$ cat config.mk
export PLATFORM = sky130hd
export DESIGN_NAME = tile_addr_seq
export DESIGN_NICKNAME = d
export VERILOG_FILES = /design/src/rtl/tile_addr_seq_pkg.sv /design/src/rtl/tile_addr_seq_step_counter.sv /design/src/rtl/tile_addr_seq.sv
export SDC_FILE = /design/constraint.sdc
export NUM_CORES = 1
export LEC_CHECK = 0
export ABC_CLOCK_PERIOD_IN_PS = 5600
export CAP_MARGIN = 10
export CORE_MARGIN = 2
export CORE_UTILIZATION = 53
export CTS_BUF_LIST = sky130_fd_sc_hd__clkbuf_4 sky130_fd_sc_hd__clkbuf_8
export DETAILED_ROUTE_END_ITERATION = 16
export PLACE_DENSITY_LB_ADDON = 0.3
export SLEW_MARGIN = 15
export SYNTH_ARGS = -nofsm -noshare
export SYNTH_HDL_FRONTEND = slang
export SYNTH_SLANG_ARGS = --single-unit
$ cat constraint.sdc
create_clock -name clk -period 5.6 [get_ports clk]
set_input_delay 1.12 -clock clk [delete_from_list [all_inputs] [get_ports clk]]
set_output_delay 1.12 -clock clk [all_outputs]
set_load 0.05 [all_outputs]
$ cat src/rtl/tile_addr_seq_pkg.sv
// Shared definitions for the tile address sequencer: FSM encoding and the
// direction codes used by the team up/down step counter.
package tile_addr_seq_pkg;

    typedef enum logic [1:0] {
        IDLE = 2'd0,
        RUN  = 2'd1,
        DONE = 2'd2
    } state_t;

    localparam logic DIR_DOWN = 1'b0;
    localparam logic DIR_UP   = 1'b1;

endpackage

$ cat src/rtl/tile_addr_seq_step_counter.sv
// Loadable up/down step counter; load has priority over the count enable.
module step_counter
    import tile_addr_seq_pkg::*;
#(
    parameter int W = 4
) (
    input  logic         clk,
    input  logic         rst,
    input  logic         load,
    input  logic [W-1:0] load_val,
    input  logic         en,
    input  logic         mode,
    output logic [W-1:0] cnt_o
);

    always_ff @(posedge clk or posedge rst) begin
        if (rst) begin
            cnt_o <= '0;
        end else if (load) begin
            cnt_o <= load_val;
        end else if (en) begin
            cnt_o <= (mode == DIR_UP) ? cnt_o + W'(1) : cnt_o - W'(1);
        end
    end

endmodule

$ cat src/rtl/tile_addr_seq.sv
// Walks a num_rows x num_cols SRAM tile and issues one read address per
// accepted valid/ready beat; every output comes straight from a register.
module tile_addr_seq
    import tile_addr_seq_pkg::*;
#(
    parameter int ADDR_W = 10,
    parameter int ROW_W  = 4,
    parameter int COL_W  = 4
) (
    input  logic              clk,
    input  logic              rst,
    input  logic              start,
    input  logic [ADDR_W-1:0] base_addr,
    input  logic [ADDR_W-1:0] stride,
    input  logic [ROW_W-1:0]  num_rows,
    input  logic [COL_W-1:0]  num_cols,
    input  logic              reverse,
    input  logic              addr_ready,
    output logic [ADDR_W-1:0] addr_o,
    output logic              addr_valid,
    output logic              row_last,
    output logic              busy,
    output logic              done
);

    state_t            state, state_next;
    logic [ADDR_W-1:0] row_base, stride_q;
    logic [ROW_W-1:0]  rows_q, row_idx;
    logic [COL_W-1:0]  cols_q, col_idx;
    logic [COL_W-1:0]  col_start_in, col_start_q;
    logic              rev_q;
    logic              start_acc, beat, col_end, col_next_end, tile_last;
    logic [ADDR_W-1:0] addr_next;
    logic              row_last_next;

    assign start_acc    = (state == IDLE) && start;
    assign beat         = (state == RUN) && addr_ready;
    assign col_start_in = reverse ? num_cols - COL_W'(1) : '0;
    assign col_start_q  = rev_q ? cols_q - COL_W'(1) : '0;
    assign col_end      = rev_q ? (col_idx == '0) : (col_idx == cols_q - COL_W'(1));
    // Whether the column reached by a non-row-end step is the row-end column.
    assign col_next_end = rev_q ? (col_idx == COL_W'(1)) : (col_idx == cols_q - COL_W'(2));
    assign tile_last    = col_end && (row_idx == rows_q - ROW_W'(1));

    step_counter #(.W(COL_W)) u_col_cnt (
        .clk      (clk),
        .rst      (rst),
        .load     (start_acc || (beat && col_end)),
        .load_val (start_acc ? col_start_in : col_start_q),
        .en       (beat),
        .mode     (rev_q ? DIR_DOWN : DIR_UP),
        .cnt_o    (col_idx)
    );

    step_counter #(.W(ROW_W)) u_row_cnt (
        .clk      (clk),
        .rst      (rst),
        .load     (start_acc),
        .load_val ('0),
        .en       (beat && col_end),
        .mode     (DIR_UP),
        .cnt_o    (row_idx)
    );

    // Tile configuration and row base are pure data: no reset needed.
    always_ff @(posedge clk) begin
        if (start_acc) begin
            stride_q <= stride;
            rows_q   <= num_rows;
            cols_q   <= num_cols;
            rev_q    <= reverse;
            row_base <= base_addr;
        end else if (beat && col_end) begin
            row_base <= row_base + stride_q;
        end
    end

    always_ff @(posedge clk or posedge rst) begin
        if (rst) begin
            state <= IDLE;
        end else begin
            state <= state_next;
        end
    end

    always_comb begin
        state_next    = state;
        addr_next     = addr_o;
        row_last_next = row_last;
        unique case (state)
            IDLE: begin
                if (start) begin
                    state_next    = (num_rows != '0 && num_cols != '0) ? RUN : DONE;
                    addr_next     = base_addr + ADDR_W'(col_start_in);
                    row_last_next = (num_cols == COL_W'(1)) && (num_rows != '0);
                end
            end
            RUN: begin
                if (beat) begin
                    if (tile_last) begin
                        state_next    = DONE;
                        row_last_next = 1'b0;
                    end else if (col_end) begin
                        addr_next     = row_base + stride_q + ADDR_W'(col_start_q);
                        row_last_next = (cols_q == COL_W'(1));
                    end else begin
                        addr_next     = rev_q ? addr_o - ADDR_W'(1) : addr_o + ADDR_W'(1);
                        row_last_next = col_next_end;
                    end
                end
            end
            DONE:    state_next = IDLE;
            default: state_next = IDLE;
        endcase
    end

    always_ff @(posedge clk or posedge rst) begin
        if (rst) begin
            addr_o     <= '0;
            addr_valid <= 1'b0;
            row_last   <= 1'b0;
            busy       <= 1'b0;
            done       <= 1'b0;
        end else begin
            addr_o     <= addr_next;
            addr_valid <= (state_next == RUN);
            row_last   <= row_last_next;
            busy       <= (state_next != IDLE);
            done       <= (state_next == DONE);
        end
    end

endmodule
==> results.py, run 1 <==
metrics = {
    "setup_path": {
        "critPathArrivalTime_ps": 3810,
        "crit_slowest_cell": "clkdlybuf4s50_1",
        "setup.worst_path.end_class": "flop",
        "startpoint": "num_cols[0]",
        "cp_max_fo": 5,
        "crit_path_start_kind": "primary input",
        "crit-reg2reg-launch": "rev_q$_DFFE_PP_",
        "worst-path-buf-inv": 2,
        "worstPathCellList": "clkdlybuf4s50_1 -> inv_1 -> ha_1 -> xor2_1 -> and2_1 -> ha_1 -> nor2b_1 -> o21ai_0 -> nand2_1 -> and3_1 -> xnor2_1 -> a21oi_1 -> a211o_1",
        "cpPeakStageDelay_ps": 560,
        "crit_required_ps": 5810,
        "worstSetupPathType": "in2reg",
        "cp_common_cell": "ha_1",
        "crit_family": "buffers and inverters",
    },
    "route": {
        "detail-route-antenna-nets": 0,
        "drtIter0Drc": 210,
        "avgViaCountPerCell": 5.77,
        "drc_errors": 0,
        "wire_per_inst_um": 16.2,
        "vias": 3364,
        "routed_wl_mm": 9.46,
        "drt_first_pass_iters": 4,
    },
    "timing": {
        "fin_skew_ps": 4.90,
        "timing.final.hold_violations": 0,
        "timing.fmax_mhz": 278,
        "worstMarginPinSlew_ps": 1020,
        "rsz0062_at_grt": "no",
        "finalCritPeriodShare_pct": 64.3,
        "fin_ws_ps": 2000,
        "setup_tns_ps": 0,
        "timing.final.crit_period_ps": 3600,
        "finalMaxSlewViolations": 0,
        "maxSlewHeadroom_pct": 31.9,
        "setup_viol_count_final": 0,
    },
    "placed_design": {
        "gp_congestion": 0.928,
        "port_buffers": 46,
        "place_ws_ps": 1690,
        "dp_hpwl_mm": 7.14,
        "dpl-instance-area_um2": 4580,
    },
    "power": {
        "p_total_mw": 2.46,
        "seqPwrFrac_pct": 27.3,
        "cellPowerDensity_nw_per_um2": 527,
        "leakagePower_nw": 1.93,
        "intPower_mw": 1.28,
        "p_sw_mw": 1.18,
        "comb_power_share_pct": 63.4,
        "max-vdd-ir-drop_uv": 243,
        "switching_share_pct": 47.9,
        "power_frac_clock_pct": 9.3,
    },
    "die": {
        "core_area_um2": 7330,
        "dieHeight_um": 91.6,
        "dieArea_um2": 8380,
        "die_x_um": 91.6,
        "rows": 31,
        "initial_core_util_pct": 55.4,
        "io_pins": 47,
    },
    "clocking": {
        "cts_root_buf": "clkbuf_8",
        "numCtsBuffers": 5,
        "cts_resized": 0,
        "clock_latency_ps": 320,
        "htree_levels": 2,
        "ctsHoldBuffers": 0,
        "tritoncts": "yes",
        "clk_path_buf_depth": 2,
        "cts_num_sinks": 53,
        "cts_setup_buffers": 0,
        "clk_pin_slew_ps": 100,
    },
    "synthesis": {
        "synth_cells": 443,
        "synth_nets": 518,
        "synth_seq_cells": 53,
        "syn_area_per_cell_um2": 9.17,
        "yosysTopAreaCellShare_pct": 21.4,
        "synth.cell_area_um2": 4060,
        "synth_common_cells": "nor2_1, nand2_1, ha_1",
        "postSynth.asyncResetShare_pct": 45.3,
        "yosys_warnings": 0,
        "synth.distinct_cells": 61,
        "synth_ff_type": "edfxtp_1",
        "yosysSeqAreaShare_pct": 36.2,
        "synthTopCellsByArea": "edfxtp_1, dfrtp_1, ha_1",
        "post-synth-top-count-cell": "nor2_1",
        "yosysTopAreaCell": "edfxtp_1",
        "synth_edf_count": 29,
    },
    "cells_and_area": {
        "nets": 558,
        "synthToLayoutAreaGrowth_pct": 15.1,
        "drive_above_1_share_pct": 3.72,
        "diodes": 0,
        "final_util_pct": 63.8,
        "finalInstanceArea_um2": 4680,
        "fillCellCount": 639,
    },
    "job": {
        "cap_viol_max_count": 0,
    },
    "global_routing": {
        "grt_max_degree": 47,
        "antenna_found_initial": 0,
        "grt_pass1_vias": 3360,
        "grt_usage_pct": 23.3,
        "grt-ovfl-total": 0,
        "grt_pass1_wl_mm": 15.7,
    },
    "outcome": {
        "status": "complete, no violations",
    },
    "min_path": {
        "min_from": "u_row_cnt.cnt_o[3]$_DFFE_PP0N_",
        "hold_class": "reg2reg",
    },
}
[routing by layer]
| layer | vias up | global-route usage, % | share of wire, % |
|---|---|---|---|
| met5 | - | 0 | 0 |
| met4 | 0 | 6.31 | 1.2 |
| met3 | 9 | 3.24 | 5.6 |
| met2 | 93 | 40.6 | 51 |
| met1 | 1589 | 30.2 | 42 |
| li1 | 1673 | - | - |
[flip-flops by register name (all words and copies together) (netlist names), 2 cells and up]
signal,cells
state,2
u_row_cnt.cnt_o,4
rows_q,4
addr_o,10
stride_q,10
row_base,10
u_col_cnt.cnt_o,4
cols_q,4
[power by group through the flow]
stage	Combinational [mW]	Sequential (mW)	Clock, mW
after floorplan	1.05	0.798	0
after global placement	1.51	0.674	0
after detailed placement	1.55	0.681	0
after CTS	1.56	0.672	0.237
after global routing	1.72	0.687	0.250
final	1.56	0.672	0.230
[path summary, 6_finish.rpt]
| kind | slack, ps | end | cells after the start |
|---|---|---|---|
| setup / recovery | 2000 | addr_o[8]$_DFFE_PP0P_ | 13 |
| hold / removal | 570 | u_row_cnt.cnt_o[3]$_DFFE_PP0N_ | 2 |
| setup reg to reg | 2430 | addr_o[8]$_DFFE_PP0P_ | 11 |
| hold reg to reg | 570 | u_row_cnt.cnt_o[3]$_DFFE_PP0N_ | 2 |
| max in group asynchronous | 3650 | addr_o[0]$_DFFE_PP0P_ | 2 |
| min in group asynchronous | 1340 | u_row_cnt.cnt_o[3]$_DFFE_PP0N_ | 2 |
[per-stage QoR]
stage,hold slack (ps),cells
CTS,552,583
global route,584,583
finish,568,583
global placement,525,575
detailed placement,519,575
floorplan,524,443
[cell type report]
type | instances | area, um^2 | share of cell area [%]
clock inverters | 3 | 23.8 | 0.508
repair buffers | 46 | 460 | 9.84
multi-input cells | 353 | 2440 | 52.1
inverters | 24 | 90.1 | 1.93
clock buffers | 5 | 68.8 | 1.47
well taps | 99 | 124 | 2.65
flip-flops and latches | 53 | 1470 | 31.5
[worst register-to-register path: cells and delay by family (launching register included)]
kind / cells / cell delay [ps]
and+or+nand+nor: 5 / 900
DFF: 1 / 800
adders and majority gates: 1 / 490
buffers and inverters: 2 / 400
AOI/OAI and AO/OA: 2 / 390
xor gates and xnor gates: 1 / 90
[logic make-up (layout without fill, tap and decap cells)]
logic type / Yosys count / after routing / synth area share (%)
compound gates: 117 / 117 / 18.9
xor+xnor: 43 / 43 / 9.61
fa+ha+maj: 42 / 42 / 13.7
buf+inv: 37 / 78 / 3.76
flops: 53 / 53 / 36.2
mux: 3 / 3 / 0.739
simple gates: 148 / 148 / 17.1
[cells in the final DEF (no fill, tap or decap), types with 18 or more instances in the layout]
cell type / n
inv_1: 23
dfrtp_1: 24
edfxtp_1: 29
ha_1: 38
xor2_1: 18
xnor2_1: 24
a21oi_1: 28
nor2_1: 46
o21ai_0: 22
clkdlybuf4s50_1: 46
nand2_1: 43
Note: power is estimated with default switching activity, not from simulation.
==> inputs of run 2 (changes only) <==
- ABC_CLOCK_PERIOD_IN_PS: 5600 -> 3600
- clock period: 5.6 -> 3.6 ns (I/O delays scaled with it)
==> results.py, run 2 (same netlist as run 1, synthesis figures left out) <==
metrics = {
    "placed_design": {
        "dp_hpwl_mm": 7.27,
        "dpl-instance-area_um2": 4650,
        "gp_congestion": 0.940,
        "dpl.cell_count": 582,
        "place_ws_ps": 186,
        "port_buffers": 46,
    },
    "setup_path": {
        "critPathArrivalTime_ps": 3330,
        "worst-path-buf-inv": 2,
        "cpPeakStageDelay_ps": 490,
        "setup.worst_path.end_class": "flop",
        "cp_max_fo": 4,
        "crit_family": "simple AND/OR/NAND/NOR gates",
        "reg2reg_depth": 12,
        "crit_slowest_cell": "clkdlybuf4s50_1",
        "worstSetupPathType": "in2reg",
        "crit_required_ps": 3810,
        "crit_path_start_kind": "primary input",
        "cp_common_cell": "ha_1",
        "crit-reg2reg-launch": "cols_q[1]$_DFFE_PP_",
        "r2r_slack_ps": 590,
        "reg2reg_to": "addr_o[9]$_DFFE_PP0P_",
        "worstPathCellList": "clkdlybuf4s50_1 -> inv_1 -> ha_1 -> xor2_1 -> and2_1 -> ha_1 -> nor2b_1 -> o21ai_0 -> nand2_1 -> and3_1 -> xnor2_1 -> a21oi_1 -> a211o_1",
    },
    "clocking": {
        "numCtsBuffers": 5,
        "clock_latency_ps": 330,
        "htree_levels": 2,
        "clk_path_buf_depth": 2,
        "ctsHoldBuffers": 0,
        "cts_setup_buffers": 0,
        "clk_pin_slew_ps": 100,
        "cts_resized": 0,
        "cts_num_sinks": 53,
        "tritoncts": "yes",
        "cts_root_buf": "clkbuf_8",
    },
    "global_routing": {
        "antenna_found_initial": 0,
        "grt_max_degree": 32,
        "grt-ovfl-total": 0,
        "grt_usage_pct": 24.0,
        "grt_pass1_wl_mm": 16.1,
        "grt_pass1_vias": 3484,
    },
    "route": {
        "vias": 3516,
        "drtIter0Drc": 213,
        "detail-route-antenna-nets": 0,
        "drc_errors": 0,
        "drt_first_pass_iters": 5,
        "routed_wl_mm": 9.62,
        "avgViaCountPerCell": 5.96,
        "wire_per_inst_um": 16.3,
    },
    "timing": {
        "hold_slack_ps": 584,
        "fin_skew_ps": 12.7,
        "timing.fmax_mhz": 321,
        "finalCritPeriodShare_pct": 86.6,
        "maxSlewHeadroom_pct": 35.3,
        "timing.final.hold_violations": 0,
        "timing.final.crit_period_ps": 3120,
        "setup_viol_count_final": 0,
        "setup_tns_ps": 0,
        "fin_ws_ps": 482,
        "finalMaxSlewViolations": 0,
        "rsz0062_at_grt": "no",
        "worstMarginPinSlew_ps": 970,
    },
    "die": {
        "dieArea_um2": 8380,
        "initial_core_util_pct": 55.4,
        "dieHeight_um": 91.6,
        "rows": 31,
        "die_x_um": 91.6,
        "io_pins": 47,
        "core_area_um2": 7330,
    },
    "min_path": {
        "holdPathStages": 2,
        "min_to": "u_row_cnt.cnt_o[3]$_DFFE_PP0N_",
        "min_from": "u_row_cnt.cnt_o[3]$_DFFE_PP0N_",
        "hold_class": "reg2reg",
    },
    "cells_and_area": {
        "finalInstanceArea_um2": 4770,
        "top_regs": "addr_o (10), row_base (10), stride_q (10)",
        "final_cell_mix": "nor2_1, clkdlybuf4s50_1, nand2_1",
        "final_util_pct": 65.0,
        "fin_cells": 590,
        "diodes": 0,
        "synthToLayoutAreaGrowth_pct": 17.4,
        "drive_above_1_share_pct": 5.09,
        "nets": 565,
    },
    "outcome": {
        "status": "complete, no violations",
    },
    "job": {
        "cap_viol_max_count": 0,
    },
    "power": {
        "leakagePower_nw": 1.97,
        "p_total_mw": 3.96,
        "max-vdd-ir-drop_uv": 519,
        "cellPowerDensity_nw_per_um2": 830,
    },
}
[run 2: changes by cell type in the layout (fill, tap and decap cells not counted)]
cell | previous run | this run
inv_6 | 1 | 0
buf_4 | 0 | 6
inv_8 | 0 | 1
inv_4 | 1 | 0
buf_12 | 0 | 1
bufinv_16 | 0 | 1
[run 2: routing by layer]
layer | vias to the layer above | track usage (%) | part of all wire [%]
met2 | 141 | 39.5 | 48
met3 | 25 | 3.82 | 6.2
met4 | 0 | 10.4 | 2.9
li1 | 1678 | - | -
met5 | - | 0 | 0
met1 | 1672 | 31.2 | 43
[run 2: report_power, final]
group          total [mW]  switching, mW  leakage [nW]  internal, mW
sequential           1.04          0.167         0.551         0.872
clock               0.433          0.220        0.0603         0.213
combinational        2.49           1.47          1.36          1.02
[run 2: worst max path at each step]
stage / slack (ps) / end / cells past startpoint / startpoint
floorplan: 910 / addr_o[8]$_DFFE_PP0P_ / 12 / num_cols[0]
global placement: 260 / addr_o[8]$_DFFE_PP0P_ / 13 / num_cols[1]
detailed placement: 190 / addr_o[8]$_DFFE_PP0P_ / 13 / num_cols[1]
CTS: 510 / addr_o[8]$_DFFE_PP0P_ / 13 / num_cols[1]
global route: 300 / addr_o[8]$_DFFE_PP0P_ / 13 / num_cols[1]
finish: 480 / addr_o[8]$_DFFE_PP0P_ / 13 / num_cols[1]
[run 2: final cells by class]
| type | count | area [um^2] |
|---|---|---|
| well taps | 99 | 124 |
| flip-flops and latches | 53 | 1470 |
| clock buffers | 5 | 68.8 |
| fillers | 589 | 2560 |
| inverters | 24 | 90.1 |
| repair buffers | 53 | 526 |
| clock inverters | 3 | 50.0 |
| multi-input cells | 353 | 2440 |
[run 2: worst reg2reg max path: cells and delay by family (launching register included)]
kind / cells / cell delay, ps
AND/OR/NAND/NOR: 3 / 570
flip-flops: 1 / 430
AO/OA/AOI/OAI: 4 / 830
buffers and inverters: 1 / 150
adder cells (fa/ha/maj): 2 / 570
XOR/XNOR: 2 / 330
